`src/rtl/mem_arbiter_if.sv`:
```
// Bus bundle for mem_arbiter: two requester ports (m0 = CPU, m1 = loader/debug) plus the RAM side.
// slave is the arbiter's view; master is the view of the surrounding requesters and RAM.
interface mem_arbiter_if #(
    parameter int unsigned ADDR_W = 32,
    parameter int unsigned DATA_W = 32
);
    logic              m0_req_i;
    logic              m0_we_i;
    logic [ADDR_W-1:0] m0_addr_i;
    logic [DATA_W-1:0] m0_wdata_i;
    logic [DATA_W-1:0] m0_rdata_o;
    logic              m0_ack_o;

    logic              m1_req_i;
    logic              m1_we_i;
    logic [ADDR_W-1:0] m1_addr_i;
    logic [DATA_W-1:0] m1_wdata_i;
    logic [DATA_W-1:0] m1_rdata_o;
    logic              m1_ack_o;

    logic              we_o;
    logic [ADDR_W-1:0] addr_o;
    logic [DATA_W-1:0] data_o;
    logic [DATA_W-1:0] data_i;
    logic [1:0]        gnt_o;
    logic              busy_o;

    modport slave (
        input  m0_req_i, m0_we_i, m0_addr_i, m0_wdata_i,
        output m0_rdata_o, m0_ack_o,
        input  m1_req_i, m1_we_i, m1_addr_i, m1_wdata_i,
        output m1_rdata_o, m1_ack_o,
        output we_o, addr_o, data_o, gnt_o, busy_o,
        input  data_i
    );

    modport master (
        output m0_req_i, m0_we_i, m0_addr_i, m0_wdata_i,
        input  m0_rdata_o, m0_ack_o,
        output m1_req_i, m1_we_i, m1_addr_i, m1_wdata_i,
        input  m1_rdata_o, m1_ack_o,
        input  we_o, addr_o, data_o, gnt_o, busy_o,
        output data_i
    );
endinterface

```
`src/rtl/mem_arbiter.sv`:
```
// Two-master single-port RAM arbiter: IDLE -> ACCESS (RAM_LAT cycles) -> DONE, round-robin grant.
// Define MEM_ARB_FIXED_PRIO_EN to make m0 win every tie instead of alternating.
module mem_arbiter #(
    parameter int unsigned ADDR_W  = 32,
    parameter int unsigned DATA_W  = 32,
    parameter int unsigned RAM_LAT = 1
) (
    input logic         clk,
    input logic         reset,
    mem_arbiter_if.slave bus
);
    typedef enum logic [1:0] {IDLE, ACCESS, DONE} state_t;

    localparam logic [3:0] LAST_CNT = 4'(RAM_LAT - 1);

    state_t            state;
    state_t            state_next;
    logic [3:0]        cnt;
    logic              owner;
    logic              last_gnt;
    logic              pick;
    logic              any_req;
    logic              cap_we;
    logic [ADDR_W-1:0] cap_addr;
    logic [DATA_W-1:0] cap_wdata;
    logic [DATA_W-1:0] rdata0;
    logic [DATA_W-1:0] rdata1;
    logic [1:0]        ack;

    assign any_req = bus.m0_req_i | bus.m1_req_i;

    // pick = 1 selects m1; only meaningful while any_req is high
`ifdef MEM_ARB_FIXED_PRIO_EN
    assign pick = ~bus.m0_req_i;
`else
    assign pick = bus.m1_req_i & (~bus.m0_req_i | ~last_gnt);
`endif

    always_ff @(posedge clk or negedge reset) begin
        if (!reset) state <= IDLE;
        else        state <= state_next;
    end

    always_comb begin
        state_next = state;
        case (state)
            IDLE:    if (any_req) state_next = ACCESS;
            ACCESS:  if (cnt == LAST_CNT) state_next = DONE;
            DONE:    state_next = IDLE;
            default: state_next = IDLE;
        endcase
    end

    always_ff @(posedge clk or negedge reset) begin
        if (!reset) begin
            cnt       <= '0;
            owner     <= 1'b0;
            last_gnt  <= 1'b1;
            cap_we    <= 1'b0;
            cap_addr  <= '0;
            cap_wdata <= '0;
            rdata0    <= '0;
            rdata1    <= '0;
            ack       <= '0;
        end else begin
            ack <= '0;
            case (state)
                IDLE: if (any_req) begin
                    owner     <= pick;
                    last_gnt  <= pick;
                    cnt       <= '0;
                    cap_we    <= pick ? bus.m1_we_i    : bus.m0_we_i;
                    cap_addr  <= pick ? bus.m1_addr_i  : bus.m0_addr_i;
                    cap_wdata <= pick ? bus.m1_wdata_i : bus.m0_wdata_i;
                end
                ACCESS: begin
                    cnt <= cnt + 4'd1;
                    if (cnt == LAST_CNT) begin
                        ack <= owner ? 2'b10 : 2'b01;
                        if (!cap_we) begin
                            if (owner) rdata1 <= bus.data_i;
                            else       rdata0 <= bus.data_i;
                        end
                    end
                end
                default: ;
            endcase
        end
    end

    // Write strobe is decoded from state, so an async reset removes it at once
    always_comb begin
        bus.we_o   = 1'b0;
        bus.addr_o = '0;
        bus.data_o = '0;
        bus.gnt_o  = '0;
        bus.busy_o = 1'b0;
        case (state)
            ACCESS: begin
                bus.we_o   = cap_we & (cnt == 4'd0);
                bus.addr_o = cap_addr;
                bus.data_o = cap_wdata;
                bus.gnt_o  = owner ? 2'b10 : 2'b01;
                bus.busy_o = 1'b1;
            end
            DONE: begin
                bus.addr_o = cap_addr;
                bus.data_o = cap_wdata;
                bus.gnt_o  = owner ? 2'b10 : 2'b01;
                bus.busy_o = 1'b1;
            end
            default: ;
        endcase
    end

    assign bus.m0_ack_o   = ack[0];
    assign bus.m1_ack_o   = ack[1];
    assign bus.m0_rdata_o = rdata0;
    assign bus.m1_rdata_o = rdata1;
endmodule

```
`src/flat_wrapper.sv`:
```
// flat-port wrapper written by rule: the top's interface ports become plain ports
module mem_arbiter_flat 
#(
    parameter int unsigned ADDR_W  = 32,
    parameter int unsigned DATA_W  = 32,
    parameter int unsigned RAM_LAT = 1
)
  (clk, reset, bus_m0_req_i, bus_m0_we_i, bus_m0_addr_i, bus_m0_wdata_i, bus_m0_rdata_o, bus_m0_ack_o, bus_m1_req_i, bus_m1_we_i, bus_m1_addr_i, bus_m1_wdata_i, bus_m1_rdata_o, bus_m1_ack_o, bus_we_o, bus_addr_o, bus_data_o, bus_gnt_o, bus_busy_o, bus_data_i);
  mem_arbiter_if #(.ADDR_W(ADDR_W), .DATA_W(DATA_W)) bus_i ();
  input logic clk;
  input logic reset;
  input wire logic [$bits(bus_i.m0_req_i)-1:0] bus_m0_req_i;
  input wire logic [$bits(bus_i.m0_we_i)-1:0] bus_m0_we_i;
  input wire logic [$bits(bus_i.m0_addr_i)-1:0] bus_m0_addr_i;
  input wire logic [$bits(bus_i.m0_wdata_i)-1:0] bus_m0_wdata_i;
  output wire logic [$bits(bus_i.m0_rdata_o)-1:0] bus_m0_rdata_o;
  output wire logic [$bits(bus_i.m0_ack_o)-1:0] bus_m0_ack_o;
  input wire logic [$bits(bus_i.m1_req_i)-1:0] bus_m1_req_i;
  input wire logic [$bits(bus_i.m1_we_i)-1:0] bus_m1_we_i;
  input wire logic [$bits(bus_i.m1_addr_i)-1:0] bus_m1_addr_i;
  input wire logic [$bits(bus_i.m1_wdata_i)-1:0] bus_m1_wdata_i;
  output wire logic [$bits(bus_i.m1_rdata_o)-1:0] bus_m1_rdata_o;
  output wire logic [$bits(bus_i.m1_ack_o)-1:0] bus_m1_ack_o;
  output wire logic [$bits(bus_i.we_o)-1:0] bus_we_o;
  output wire logic [$bits(bus_i.addr_o)-1:0] bus_addr_o;
  output wire logic [$bits(bus_i.data_o)-1:0] bus_data_o;
  output wire logic [$bits(bus_i.gnt_o)-1:0] bus_gnt_o;
  output wire logic [$bits(bus_i.busy_o)-1:0] bus_busy_o;
  input wire logic [$bits(bus_i.data_i)-1:0] bus_data_i;
  assign bus_i.m0_req_i = bus_m0_req_i;
  assign bus_i.m0_we_i = bus_m0_we_i;
  assign bus_i.m0_addr_i = bus_m0_addr_i;
  assign bus_i.m0_wdata_i = bus_m0_wdata_i;
  assign bus_m0_rdata_o = bus_i.m0_rdata_o;
  assign bus_m0_ack_o = bus_i.m0_ack_o;
  assign bus_i.m1_req_i = bus_m1_req_i;
  assign bus_i.m1_we_i = bus_m1_we_i;
  assign bus_i.m1_addr_i = bus_m1_addr_i;
  assign bus_i.m1_wdata_i = bus_m1_wdata_i;
  assign bus_m1_rdata_o = bus_i.m1_rdata_o;
  assign bus_m1_ack_o = bus_i.m1_ack_o;
  assign bus_we_o = bus_i.we_o;
  assign bus_addr_o = bus_i.addr_o;
  assign bus_data_o = bus_i.data_o;
  assign bus_gnt_o = bus_i.gnt_o;
  assign bus_busy_o = bus_i.busy_o;
  assign bus_i.data_i = bus_data_i;
  mem_arbiter #(.ADDR_W(ADDR_W), .DATA_W(DATA_W), .RAM_LAT(RAM_LAT)) u_core (.clk(clk), .reset(reset), .bus(bus_i));
endmodule
```
`config.mk`:
```
export PLATFORM = sky130hd
export DESIGN_NAME = mem_arbiter_flat
export DESIGN_NICKNAME = d
export VERILOG_FILES = /design/src/rtl/mem_arbiter_if.sv /design/src/rtl/mem_arbiter.sv /design/src/flat_wrapper.sv
export SDC_FILE = /design/constraint.sdc
export NUM_CORES = 1
export LEC_CHECK = 0
export CAP_MARGIN = 25
export CORE_AREA = 2 2 116 118
export CTS_BUF_LIST = sky130_fd_sc_hd__clkbuf_8
export DETAILED_ROUTE_END_ITERATION = 8
export DIE_AREA = 0 0 118 120
export DONT_BUFFER_PORTS = 1
export SYNTH_ARGS = -nofsm -noshare
export SYNTH_HDL_FRONTEND = slang
export SYNTH_SLANG_ARGS = --single-unit
```
`constraint.sdc`:
```
create_clock -name clk -period 2.3 [get_ports clk]
set_clock_uncertainty 0.1 [all_clocks]
set_input_delay 0.46 -clock clk [delete_from_list [all_inputs] [get_ports clk]]
set_output_delay 0.46 -clock clk [all_outputs]
set_load 0.05 [all_outputs]
```
== Word level (Yosys, flattened, before mapping) ==
Cells that the tools add are included.

* Bitwise logic cells: 8
* Add/sub/neg operators: 1
* Multiplexer cells: 16
* Eq/ne operators: 4
* Reduce and logical (&&, ||, !) cells: 9

{| class="wikitable"
|+ Operators with widths
! operator !! number
|-
| $mux 32 || 4
|-
| $mux 2 || 6
|-
| $pmux 4 s2 || 1
|-
| $reduce_and 4->1 || 2
|-
| $reduce_and 2->1 || 3
|-
| $add 4x1->4 const B || 1
|-
| $logic_not 4->1 || 1
|-
| $mux 4 || 1
|-
| $ne 2x1->1 const B || 2
|-
| $not 1->1 || 4
|-
| $pmux 2 s2 || 1
|-
| $mux 1 || 3
|-
| $and 1x1->1 || 2
|-
| $eq 2x1->1 const B || 1
|-
| $eq 2x2->1 const B || 1
|-
| $logic_not 2->1 || 1
|-
| $or 1x1->1 || 2
|-
| $reduce_bool 2->1 || 1
|-
| $reduce_or 2->1 || 1
|}

* Logic and storage cells: 48
* Register bits after elaboration: 139

== Logic depth before layout (Yosys ltp) ==
* Depth after elaboration: 4
* Gate-level depth with buffers: 7
* Mapped depth without buffers: 5

== Worst setup path after synthesis ==
No wires, ideal clock.

* Path type: reg-to-output
* Start point: reg u_core.state[0]
* End point: out bus_gnt_o[0]
* Cell stages (with the launch flop): 5
* Data required time: 1740 ps
* Arrival: 2003 ps
* Setup slack: -263 ps
* Cell sequence: dfrtp_1 inv_1 ha_1 clkbuf_1 nor2b_1

* Longest elaborated chain between the ends: 3
* Elaborated cells on any way between the ends: 4

{| class="wikitable"
|+ RTL lines
! element !! RTL line !! text
|-
| from (decl) || mem_arbiter.sv:16 || <nowiki>state_t state;</nowiki>
|-
| from (signal assigned) || mem_arbiter.sv:41 || <nowiki>else state <= state_next;</nowiki>
|-
| $eq 2x2->1 or $eq 2x1->1 (tied branches) || mem_arbiter.sv:98 || <nowiki>case (state)</nowiki>
|-
| $reduce_or 2->1 (no line) (*) || n/a ||
|-
| $mux 2 (*) || n/a ||
|-
| to (decl) || flat_wrapper.sv:27 || <nowiki>output wire logic [$bits(bus_i.gnt_o)-1:0] bus_gnt_o;</nowiki>
|}

Mark *: on every way between the ends. The rest lies on a longest branch, timed or not.

== Worst setup path after layout ==
* Start point: reg u_core.state[0]
* End point: out bus_addr_o[23]

* Longest elaborated chain between the ends: 3
* Elaborated cells on any way between the ends: 4

{| class="wikitable"
|+ RTL lines
! element !! RTL line !! text
|-
| $eq 2x2->1 or $eq 2x1->1 (tied branches) || mem_arbiter.sv:98 ||
|-
| $reduce_or 2->1 (no line) (*) || n/a ||
|-
| $mux 32 (*) || mem_arbiter.sv:98 ||
|-
| to (decl) || flat_wrapper.sv:25 || <nowiki>output wire logic [$bits(bus_i.addr_o)-1:0] bus_addr_o;</nowiki>
|}

Marked as above.

==> key figures <==
Setup path
  • Startpoint Class: register
  • Worst setup EP type: output pin
  • CP max stage delay: 0.37 ns
  • WS Path Type: register to output pin
  • Critical Path AT: 1.73 ns
  • Worst setup path end: bus_addr_o[23]
  • R2R Path End: u_core.bus.m1_rdata_o[27]$_DFFE_PN0P_
  • Worst Path Required: 1.74 ns
  • Worst path slowest cell: dfrtp_1
  • CP startpoint: u_core.state[0]$_DFFE_PN0P_
  • Worst r2r src: u_core.cnt[0]$_DFFE_PN0P_
  • Internal reg-to-reg setup slack: 0.23 ns
  • Register-to-Register Path Depth: 7
  • Critical-path cell list: inv_2, ha_4, buf_12, and2_1, buf_12
  • Crit-path most repeated cell: buf_12
  • Crit Path Max Fanout: 21

Floorplanning
  • # IOs: 300
  • Initial Util: 48.8%
  • Die W: 118 um
  • Full die area: 14200 um^2
  • Row count: 42
  • Core Box Area: 13000 um^2
  • Chip height: 120 um

Layout
  • Diode count: 0
  • Layout cell share with drive strength beyond 1: 30.6%
  • Filler cell count: 1124
  • Post-layout util: 60.1%
  • Final cell count without fillers: 764
  • Area growth, synth to finish: 23.1%
  • Final #Nets: 746

Synthesis
  • Register area share after synthesis: 54.9%
  • Netlist Area Pre-Place: 6330 um^2
  • Syn_nets: 717
  • Register bit total from synthesis: 139
  • Distinct cells, synth: 32
  • Post-synth ARST share: 100%
  • Cell taking the most area after synthesis: dfrtp_1
  • Largest cells by area after synthesis: dfrtp_1, mux2i_1, and2_1, mux2_2, o21ai_0
  • EDFF count, synth: 0
  • Syn. warnings: 0
  • Post-Synthesis Cells: 546
  • Syn Area/Cell: 11.6 um^2
  • Count leader, synth: dfrtp_1
  • Dominant synthesized flop cell: dfrtp_1
  • Top cells by count, synth: dfrtp_1, o21ai_0, nand2_1, and2_1, mux2i_1
  • Synth top area share: 54.5%

Clocking
  • H-tree levels: 4
  • CTS Sinks: 139
  • CTS max path bufs: 2
  • Clock-pin slew on the worst setup and hold paths: 0.08 ns
  • CTS tree: yes
  • Clk root buf: clkbuf_8
  • Worst skew pair latency: 0.43 ns
  • Total CTS buffers: 17
  • CTS Hold Bufs: 1

Placement
  • Hpwl dp: 10.6 mm
  • IO Port Bufs: 0
  • Final GP Congestion: 0.754
  • Dpl cells: 728

Timing
  • Tightest Pin Transition: 0.511 ns
  • Setup TNS: 0 ns
  • Hold Slack: -0.380 ns
  • Fmax: 438 MHz
  • Slew Limit Headroom: 65.9%
  • Tmin final: 2.29 ns
  • Final worst-path cycle share: 99.3%
  • Final setup fails: 0
  • Final Slew Violations: 0
  • Final Hold Fails: 139
  • RSZ-0062 raised after global routing: yes

Routing
  • Drt pass-1 iters: 4
  • WL per Instance: 19.3 um
  • Detailed-route vias per instance: 5.37
  • Drt initial violations: 185
  • Drc violations: 0
  • Via Count: 4103
  • Remaining antenna violation count: 0
  • Total wire length: 14.8 mm

Global route
  • Total GRT Usage: 21.1%
  • Antenna violations before repair: 0
  • Largest net degree at the start of global routing: 140
  • Vias in the first global route: 4297
  • First-pass GRT wire length: 23.3 mm
  • GRT Residual Overflow: 0

Min path
  • Hold crit path type: primary input to async pin

Status
  • Status: complete, but fails checks
  • Violated checks: hold timing

Job
  • Max cap viols: 0
-- layer usage --
layer,vias to the layer above,global-route usage [%],wire [um]
li1,1918,-,-
met1,1967,24.6,5700
met2,199,36.5,7590
met3,19,7.22,1260
met4,0,7.23,228
met5,-,0,0
-- placed cells by master, fill, tap and decap left out, drive strengths merged, types with 2 or more instances in the layout --
master | synthesis | layout
and3 | 3 | 3
dfrtp | 138 | 138
and2 | 65 | 65
nor3b | 2 | 2
ha | 5 | 5
o21ai | 70 | 70
inv | 6 | 9
clkinvlp | 0 | 3
clkbuf | 18 | 18
nand2 | 67 | 67
bufinv | 0 | 3
a21oi | 4 | 4
mux2 | 65 | 65
mux2i | 65 | 65
nor2 | 4 | 4
a211o | 2 | 2
clkinv | 0 | 5
buf | 18 | 45
nand3 | 2 | 2
-- metrics by stage --
stage | setup slack [ns] | cell area, um^2
global placement | 0.320 | 7200
CTS | -0.0165 | 7750
floorplan | 0.0613 | 6390
detailed placement | 0.248 | 7200
finish | 0.0150 | 7800
global route | -0.0531 | 7800
-- how the worst min path moves through the flow --
stage,from,end,cells after the start
2_1_floorplan,reset,u_core.ack[0]$_DFF_PN0_,0
3_3_place_gp,reset,u_core.bus.m1_rdata_o[6]$_DFFE_PN0P_,0
3_5_place_dp,reset,u_core.bus.m1_rdata_o[6]$_DFFE_PN0P_,0
4_1_cts,reset,u_core.bus.m1_rdata_o[30]$_DFFE_PN0P_,0
5_1_grt,reset,u_core.bus.m1_rdata_o[30]$_DFFE_PN0P_,0
6_report,reset,u_core.bus.m1_rdata_o[6]$_DFFE_PN0P_,0
-- worst max-delay path: cells and delay by family, from the launching register on --
kind	cells	cell delay [ns]
adder cells (fa/ha/maj)	1	0.34
buffers and inverters	3	0.39
flip-flops	1	0.37
AND/OR/NAND/NOR	1	0.19
-- cell families (layout without fill, tap and decap cells) --
family | Yosys count | in the layout | share of synthesized area (%)
and+or+nand+nor | 150 | 150 | 12.4
adders and majority gates | 5 | 5 | 0.988
muxes | 130 | 130 | 21.8
AOI/OAI and AO/OA | 80 | 80 | 6.66
buffers and inverters | 42 | 84 | 3.16
DFF | 139 | 139 | 54.9
-- area by class of cell --
cell class	count	area (um^2)	area share, %
Clock buffer	18	248	3.18
Tap cell	176	220	2.82
Clock inverter	14	170	2.18
Multi-Input combinational cell	365	2840	36.4
Sequential cell	139	3480	44.6
Inverter	6	22.5	0.289
Timing Repair Buffer	46	822	10.5
-- registers in the layout, summed over array words and instances, names as in the netlist, 2 cells and up --
register / flops
u_core.cnt: 4
u_core.bus.m0_rdata_o: 32
u_core.state: 2
u_core.bus.m1_rdata_o: 32
u_core.cap_wdata: 32
u_core.cap_addr: 32
u_core.ack: 2
-- what timing repair did --
action                                  in CTS  in global routing
hold endpoints to repair                   140                139
endpoints found under the setup margin      67                 43
pin swaps                                    1                  4
cloned                                       1                  0
resized for setup                           37                 30
setup buffers                                2                  0
Power is left out: the tool's default activity adds up to more than one toggle a clock period on the data nets, which glitch-free logic cannot reach.
